<file path="src/rtl/ifu_fetch.sv">
// Instruction fetch unit: owns the PC, issues one word read per fetch request,
// and answers the controller's enable/finish handshake with the fetched word.
module ifu_fetch #(
  parameter int unsigned       ADDR_W   = 32,
  parameter logic [ADDR_W-1:0] RESET_PC = '0,
  parameter int unsigned       TIMEOUT  = 255,
  parameter logic [31:0]       NOP_INST = 32'h0000_0013
) (
  input  logic              i_clk,
  input  logic              i_rst,
  input  logic              i_en,
  output logic              o_finish,
  input  logic              i_pc_load,
  input  logic [ADDR_W-1:0] i_pc_next,
  output logic [ADDR_W-1:0] o_pc,
  output logic [31:0]       o_inst,
  output logic [ADDR_W-1:0] o_inst_pc,
  output logic              o_fault,
  output logic              o_bus_req,
  output logic [ADDR_W-1:0] o_bus_addr,
  input  logic              i_bus_ack,
  input  logic [31:0]       i_bus_rdata,
  input  logic              i_bus_err,
  output logic [1:0]        o_state
);

  localparam logic [1:0] ST_IDLE = 2'd0;
  localparam logic [1:0] ST_REQ  = 2'd1;
  localparam logic [1:0] ST_DONE = 2'd2;

  localparam int unsigned      CNT_W    = (TIMEOUT < 2) ? 1 : $clog2(TIMEOUT + 1);
  localparam logic [CNT_W-1:0] CNT_LAST = (TIMEOUT == 0) ? '0 : CNT_W'(TIMEOUT - 1);

  logic [1:0]        state_q,      state_d;
  logic [ADDR_W-1:0] pc_q,         pc_d;
  logic [31:0]       inst_q,       inst_d;
  logic [ADDR_W-1:0] inst_pc_q,    inst_pc_d;
  logic              fault_q,      fault_d;
  logic              finish_q,     finish_d;
  logic              bus_req_q,    bus_req_d;
  logic [ADDR_W-1:0] bus_addr_q,   bus_addr_d;
  logic [ADDR_W-1:0] fetch_addr_q, fetch_addr_d;
  logic [CNT_W-1:0]  cnt_q,        cnt_d;
  logic              redir_q,      redir_d;
  logic              enter_done_s;

  function automatic logic is_misaligned(input logic [ADDR_W-1:0] addr);
    return (addr[1:0] != 2'b00);
  endfunction

  // Next-state logic for the fetch handshake, bus request and PC.
  always_comb begin
    state_d      = state_q;
    pc_d         = pc_q;
    inst_d       = inst_q;
    inst_pc_d    = inst_pc_q;
    fault_d      = 1'b0;
    finish_d     = 1'b0;
    bus_req_d    = bus_req_q;
    bus_addr_d   = bus_addr_q;
    fetch_addr_d = fetch_addr_q;
    cnt_d        = cnt_q;
    redir_d      = redir_q;
    enter_done_s = 1'b0;

    case (state_q)
      ST_IDLE: begin
        if (i_en) begin
          fetch_addr_d = pc_q;
          redir_d      = 1'b0;
          cnt_d        = '0;
          if (is_misaligned(pc_q)) begin
            state_d      = ST_DONE;
            enter_done_s = 1'b1;
            fault_d      = 1'b1;
            inst_d       = NOP_INST;
          end else begin
            state_d    = ST_REQ;
            bus_req_d  = 1'b1;
            bus_addr_d = pc_q;
          end
        end else begin
          bus_req_d = 1'b0;
        end
      end
      ST_REQ: begin
        if (i_bus_ack) begin
          state_d      = ST_DONE;
          bus_req_d    = 1'b0;
          enter_done_s = 1'b1;
          fault_d      = i_bus_err;
          inst_d       = i_bus_err ? NOP_INST : i_bus_rdata;
        end else if ((TIMEOUT != 0) && (cnt_q == CNT_LAST)) begin
          state_d      = ST_DONE;
          bus_req_d    = 1'b0;
          enter_done_s = 1'b1;
          fault_d      = 1'b1;
          inst_d       = NOP_INST;
        end else begin
          cnt_d = cnt_q + CNT_W'(1);
        end
      end
      ST_DONE: begin
        state_d = ST_IDLE;
      end
      default: begin
        state_d   = ST_IDLE;
        bus_req_d = 1'b0;
      end
    endcase

    // A redirect seen during this fetch (or arriving now) owns the PC.
    if (enter_done_s) begin
      finish_d  = 1'b1;
      inst_pc_d = fetch_addr_d;
      if (!redir_d && !i_pc_load) begin
        pc_d = fetch_addr_d + ADDR_W'(4);
      end else begin
        pc_d = pc_q;
      end
    end else begin
      finish_d = 1'b0;
    end

    if (i_pc_load) begin
      pc_d    = i_pc_next;
      redir_d = 1'b1;
    end else begin
      redir_d = redir_d;
    end
  end

  // State and output registers with synchronous reset.
  always_ff @(posedge i_clk) begin
    if (i_rst) begin
      state_q      <= ST_IDLE;
      pc_q         <= RESET_PC;
      inst_q       <= NOP_INST;
      inst_pc_q    <= RESET_PC;
      fault_q      <= 1'b0;
      finish_q     <= 1'b0;
      bus_req_q    <= 1'b0;
      bus_addr_q   <= '0;
      fetch_addr_q <= RESET_PC;
      cnt_q        <= '0;
      redir_q      <= 1'b0;
    end else begin
      state_q      <= state_d;
      pc_q         <= pc_d;
      inst_q       <= inst_d;
      inst_pc_q    <= inst_pc_d;
      fault_q      <= fault_d;
      finish_q     <= finish_d;
      bus_req_q    <= bus_req_d;
      bus_addr_q   <= bus_addr_d;
      fetch_addr_q <= fetch_addr_d;
      cnt_q        <= cnt_d;
      redir_q      <= redir_d;
    end
  end

  assign o_state    = state_q;
  assign o_pc       = pc_q;
  assign o_inst     = inst_q;
  assign o_inst_pc  = inst_pc_q;
  assign o_fault    = fault_q;
  assign o_finish   = finish_q;
  assign o_bus_req  = bus_req_q;
  assign o_bus_addr = bus_addr_q;

endmodule

</file>
<file path="config.mk">
export PLATFORM = sky130hd
export DESIGN_NAME = ifu_fetch
export DESIGN_NICKNAME = d
export VERILOG_FILES = /design/src/rtl/ifu_fetch.sv
export SDC_FILE = /design/constraint.sdc
export NUM_CORES = 1
export LEC_CHECK = 0
export CAP_MARGIN = 20
export CORE_MARGIN = 3
export CORE_UTILIZATION = 60
export CTS_CLUSTER_SIZE = 20
export DETAILED_ROUTE_END_ITERATION = 10
export DONT_BUFFER_PORTS = 1
export GPL_TIMING_DRIVEN = 1
export HOLD_SLACK_MARGIN = 0.05
export PLACE_DENSITY = 0.77
export SYNTH_ARGS = -nofsm -noshare
export SYNTH_HDL_FRONTEND = slang
export SYNTH_SLANG_ARGS = --single-unit
</file>
<file path="constraint.sdc">
create_clock -name i_clk -period 3.1 [get_ports i_clk]
set_clock_uncertainty 0.05 [all_clocks]
set_input_delay 0.465 -clock i_clk [delete_from_list [all_inputs] [get_ports i_clk]]
set_output_delay 0.465 -clock i_clk [all_outputs]
set_load 0.02 [all_outputs]
</file>
==> flow_summary.yaml, run 1 <==
routing:
  dr.pass1.iters: 4
  vias_per_cell: 6.42
  ant_nets: 0
  vias: 5954
  drt-total-wl_um: 18800
  wl_per_cell_um: 20.2
  drc_errors: 0
  drtIter0Drc: 503
synth:
  yosysMostFrequentCell: "dfxtp_1"
  synth-seq-cells: 174
  netlist_area_um2: 7160
  synthArstFlopShare_pct: 0
  synth_area_leaders: "dfxtp_1, nor2_1, a22oi_1"
  synth_xor_area_share_pct: 4.04
  synth_seq_area_share_pct: 48.7
  ys_warn_count: 0
  netlist_top_cells_count: "dfxtp_1, nor2_1, nand2_1, a22oi_1, a211oi_1"
  synth_fa_ha_area_share_pct: 0.525
  synth_top_family_by_area: "compound AO/OA/AOI/OAI gates"
  synth_top_area_share_pct: 48.7
  yosysTopAreaCell: "dfxtp_1"
  synthMuxAreaShare_pct: 5.58
  syn_inst: 793
  synth_compound_area_share_pct: 18.6
  syn_avg_cell_area_um2: 9.02
  yosysUniqueCellTypes: 58
  ys.flop_type: "dfxtp_1"
  synth_edf_count: 0
  synth_fp_nets: 866
  yosys.area_share.simple_pct: 18.4
worst_hold_path:
  hold_class: "in2reg"
  hold_path_depth: 1
timing:
  drv_slew: 0
  min_period_ns: 2.84
  layout_setup_ws_ns: 0.264
  fmax_mhz: 353
  setup_violations: 0
  rsz0062_at_grt: "no"
  hold_viol: 0
  finalCritPeriodShare_pct: 91.5
  tightestPinTransition_ns: 1.03
  relSlewSlack_pct: 31.4
  finalSetupTns_ns: 0
  hold_ws_ns: 0.0674
pwr:
  p_seq_share_pct: 47.8
  internal_power_w: 0.00399
  clock_power_share_pct: 43.1
  peakVddDrop_mv: 0.341
  combPwrFrac_pct: 9.1
  p_switching_w: 0.00149
  p_leak_nw: 2.79
  p_per_area_nw_per_um2: 698
  switching_share_pct: 27.2
placed_design:
  place_hpwl_um: 12900
  gp_congestion: 0.938
  dpl_worst_slack_ns: 0.335
  io_buffers: 0
die:
  placementRows: 39
  chipWidth_um: 115
  coreArea_um2: 11500
  die_h_um: 115
  dieArea_um2: 13300
  num_io_pins: 203
  start_util_pct: 62.1
critical_path:
  path_max_fanout: 21
  startpoint_type: "register"
  path_class: "reg2reg"
  end_kind: "register"
  crit_arrival_ns: 3.13
  critPathRequiredTime_ns: 3.39
  reg2regPathDepth: 7
clock_network:
  clockBufferDepth: 2
  ctsHoldBuffers: 0
  numCtsBuffers: 17
  cts-htree-levels: 4
  ctsResizeCount: 0
  cts.clk_slew.worst_paths_ns: 0.07
  root_buffer: "clkbuf_16"
  insertion_delay_ns: 0.42
  post-cts-setup-buffers: 0
  clock_sinks: 174
  tritoncts: "yes"
layout:
  multi_input_area_um2: 3400
  drive_above_1_share_pct: 9.21
  syn2layout_area_growth_pct: 9.81
  fillCellCount: 902
  register_area_um2: 3480
  fin_util_pct: 68.2
  layout.nets: 842
run_status:
  status: "finished, final reports clean"
grt:
  grt_start_max_net_pins: 155
  gr-total-overflow: 0
  antenna_found_initial: 2
  grt_pass1_vias: 5931
  grt_pass1_wl_um: 29400
  grtUsageTotal_pct: 27.7
run:
  maxCapViolations: 0
==> kinds of logic after synthesis <==
kind of cell	Yosys count
muxes	37
and+or+nand+nor	293
buffers and inverters	63
adders and majority gates	3
AOI/OAI and AO/OA	190
xor gates and xnor gates	33
DFF	174
==> worst max-delay path, stage by stage, from the launching register on <==
cell	delay [ns]
dfxtp_1	0.31
buf_4	0.17
nor3b_2	0.26
buf_4	0.33
o21ai_0	0.34
o21ai_2	0.62
nand2_2	0.39
o22ai_1	0.27
==> metal layers <==
metal,vias to the layer above,part of all wire [%],GRT usage (%)
li1,2786,-,-
met1,2802,39,32.6
met2,315,48,45.8
met3,49,9.4,8.58
met4,2,3.0,13.4
met5,-,0.069,0
==> power groups by stage <==
| stage | sequential, W | combinational, W | clock (W) |
|---|---|---|---|
| floorplan | 0.00263 | 0.000424 | 0 |
| global placement | 0.00267 | 0.000473 | 0 |
| detailed placement | 0.00267 | 0.000493 | 0 |
| CTS | 0.00262 | 0.000497 | 0.00238 |
| global route | 0.00264 | 0.000551 | 0.00249 |
| finish | 0.00263 | 0.000499 | 0.00236 |
==> layout by cell type (no fill, tap or decap), types with 2 or more instances in the layout <==
master,instances
xnor2_1,10
or2b_1,2
or3_1,2
nand3_1,23
a21o_1,2
clkinv_4,2
mux2i_4,2
a211oi_1,40
nand2_1,81
bufinv_16,5
o221ai_2,2
xor2_1,23
nor3_1,17
nor3b_2,2
nor2_1,129
nand2b_1,2
nor2_2,2
diode_2,2
o221ai_1,2
inv_1,7
a31oi_1,6
a21oi_1,39
clkinvlp_4,2
o22ai_1,21
and3_1,9
a222oi_1,4
buf_4,11
clkbuf_16,17
nor3_4,3
ha_1,3
o21a_1,2
inv_6,5
o221a_2,2
nand4_1,10
mux2i_1,34
a22oi_1,48
dfxtp_1,174
o21ai_0,10
==> path summary, 6_finish.rpt <==
kind                                              start                          to  slack (ns)
worst min register to register    cnt_q[5]$_SDFFE_PP0P_       cnt_q[5]$_SDFFE_PP0P_        0.44
worst max register to register  o_state[0]$_SDFFE_PP0P_       o_pc[27]$_SDFFE_PP0P_        0.26
worst min-delay path                              i_rst  o_bus_addr[7]$_SDFFE_PP0P_        0.07
worst max-delay path            o_state[0]$_SDFFE_PP0P_       o_pc[27]$_SDFFE_PP0P_        0.26
==> cell type report <==
| class | instances | share of cell area, % |
|---|---|---|
| Multi-Input combinational cell | 556 | 43.3 |
| Sequential cell | 174 | 44.3 |
| Tap cell | 143 | 2.28 |
| Clock buffer | 17 | 5.41 |
| Clock inverter | 15 | 2.95 |
| Antenna cell | 2 | 0.0637 |
| Inverter | 8 | 0.382 |
| Timing Repair Buffer | 12 | 1.31 |
==> per-stage QoR <==
step | power (W) | area, um2 | cells
3_3_place_gp | 0.00314 | 7200 | 893
2_1_floorplan | 0.00305 | 7160 | 793
6_report | 0.00549 | 7860 | 927
3_5_place_dp | 0.00317 | 7200 | 893
5_1_grt | 0.00568 | 7860 | 926
4_1_cts | 0.00550 | 7850 | 925
==> flip-flops by register name (all words and copies together), names as in the netlist <==
name          count
fetch_addr_q     32
o_bus_addr       32
o_inst           32
o_inst_pc        32
o_pc             32
cnt_q             8
o_state           2
o_bus_req         1
o_fault           1
o_finish          1
redir_q           1
Power figures use the tool's default switching activity.
==> inputs of run 2 (changes only) <==
==> constraint.sdc (replaced) <==
create_clock -name i_clk -period 3.1 [get_ports i_clk]
set_clock_uncertainty 0.05 [all_clocks]
set_input_delay 0.62 -clock i_clk [delete_from_list [all_inputs] [get_ports i_clk]]
set_output_delay 0.62 -clock i_clk [all_outputs]
set_load 0.02 [all_outputs]
==> flow_summary.yaml, run 2 (same netlist as run 1, synthesis figures left out) <==
worst_hold_path:
  hold_path_depth: 1
  hold_class: "in2reg"
  holdPathEnd: "o_bus_addr[3]$_SDFFE_PP0P_"
  holdCritStartpoint: "i_rst"
routing:
  routed.top_layer: "met5"
  drc_errors: 0
  dr.pass1.iters: 5
  vias_per_cell: 6.32
  wl_met1_um: 7150
  wl_met2_um: 8730
  ant_nets: 0
  wl_met3_um: 1850
  drt-total-wl_um: 18300
  wl_per_cell_um: 19.7
  drtIter0Drc: 600
  vias: 5879
grt:
  grt_pass1_vias: 5683
  grt_pass1_wl_um: 29100
  grt_start_max_net_pins: 155
  antenna_found_initial: 3
  gr-total-overflow: 0
  grtUsageTotal_pct: 27.6
timing:
  setup_violations: 0
  drv_slew: 0
  rsz0062_at_grt: "no"
  tightestPinTransition_ns: 0.635
  finalSetupTns_ns: 0
  layout_setup_ws_ns: 0.364
  relSlewSlack_pct: 57.7
  fmax_mhz: 366
  hold_viol: 0
  min_period_ns: 2.74
  hold_ws_ns: 0.218
  finalCritPeriodShare_pct: 88.3
die:
  die_h_um: 115
  chipWidth_um: 115
  placementRows: 39
  start_util_pct: 62.1
  coreArea_um2: 11500
  num_io_pins: 203
  dieArea_um2: 13300
critical_path:
  path_cells: "or3b_4, mux2i_1, inv_1, ha_1, nand2_1, nor3_1, o221ai_2, nor3_1, xor2_1, a21oi_1"
  reg2reg_slack_ns: 0.36
  reg2reg_to: "o_pc[30]$_SDFFE_PP0P_"
  slowest_stage: "or3b_4"
  end_kind: "register"
  path_max_fanout: 8
  crit_arrival_ns: 2.97
  reg2regPathDepth: 10
  startpoint_type: "register"
  crit_top_cell: "nor3_1"
  critPathRequiredTime_ns: 3.34
  rr_startpoint: "o_state[1]$_SDFFE_PP0P_"
  max_stage_delay_ns: 0.45
  path_class: "reg2reg"
clock_network:
  clock_sinks: 174
  ctsHoldBuffers: 0
  root_buffer: "clkbuf_16"
  cts.clk_slew.worst_paths_ns: 0.07
  tritoncts: "yes"
  clockBufferDepth: 2
  cts-htree-levels: 4
  ctsResizeCount: 0
  insertion_delay_ns: 0.43
  post-cts-setup-buffers: 0
  numCtsBuffers: 17
pwr:
  p_seq_share_pct: 49.8
  combPwrFrac_pct: 9.5
  clock_power_share_pct: 40.7
  p_leak_nw: 2.78
  switching_share_pct: 27.6
  power_w: 0.00528
  internal_power_w: 0.00382
  p_per_area_nw_per_um2: 674
  p_switching_w: 0.00146
  peakVddDrop_mv: 0.462
run:
  maxCapViolations: 0
layout:
  final_common_cell: "dfxtp_1"
  syn2layout_area_growth_pct: 9.44
  drive_above_1_share_pct: 9.55
  final_cell_mix: "dfxtp_1, nor2_1, nand2_1"
  instances_no_fill: 930
  layout.nets: 845
placed_design:
  gp_congestion: 0.868
  place_hpwl_um: 12500
  placed_cells: 896
  dpl_worst_slack_ns: 0.174
  io_buffers: 0
run_status:
  status: "finished, final reports clean"
[run 2: changes by cell type in the layout (fill, tap and decap cells not counted), sizes merged]
cell      previous run  this run
buf                 12        15
bufinv               5         3
clkinv               4         6
clkinvlp             2         5
inv                 12         9
[run 2: per-stage QoR]
| stage | area (um2) | util [%] |
|---|---|---|
| after floorplan | 7160 | - |
| after global placement | 7230 | 62.8 |
| after detailed placement | 7230 | 62.8 |
| after CTS | 7830 | 68.0 |
| after global routing | 7830 | 68.0 |
| final | 7830 | 68.0 |
[run 2: critical path, delay by kind of cell, from the launching register on]
kind                     cells  cell delay, ns
buffers and inverters        1            0.09
AND/OR/NAND/NOR              4            1.08
multiplexers                 1            0.16
adder cells (fa/ha/maj)      1            0.29
XOR/XNOR                     1            0.20
flip-flops                   1            0.38
AO/OA/AOI/OAI                2            0.36
[run 2: area by class of cell]
type	count	area [um2]
well taps	143	179
fillers	899	3680
flip-flops and latches	174	3480
multi-input cells	556	3400
repair buffers	15	138
clock inverters	15	170
clock buffers	17	425
inverters	8	30.0
diodes	2	5.00
[run 2: power groups by stage]
| stage | Sequential (W) | Combinational [W] | Clock (W) |
|---|---|---|---|
| after CTS | 0.00263 | 0.000499 | 0.00218 |
| after global placement | 0.00267 | 0.000481 | 0 |
| after detailed placement | 0.00267 | 0.000497 | 0 |
| final | 0.00263 | 0.000500 | 0.00215 |
| after floorplan | 0.00263 | 0.000424 | 0 |
| after global routing | 0.00264 | 0.000554 | 0.00228 |
[run 2: worst max-delay path by stage]
stage,end,slack (ns),cells past startpoint,startpoint
2_1_floorplan,o_pc[26]$_SDFFE_PP0P_,0.08,13,i_en
3_3_place_gp,o_pc[30]$_SDFFE_PP0P_,0.28,11,i_en
3_5_place_dp,o_pc[30]$_SDFFE_PP0P_,0.17,10,i_en
4_1_cts,o_pc[30]$_SDFFE_PP0P_,0.37,10,o_state[1]$_SDFFE_PP0P_
5_1_grt,o_pc[26]$_SDFFE_PP0P_,0.07,10,o_state[1]$_SDFFE_PP0P_
6_report,o_pc[30]$_SDFFE_PP0P_,0.36,10,o_state[1]$_SDFFE_PP0P_
[run 2: routing by layer]
metal  vias up  GRT usage (%)
met2       285           44.3
met5         -              0
met3        40           10.0
li1       2789              -
met1      2763           32.8
met4         2           13.4
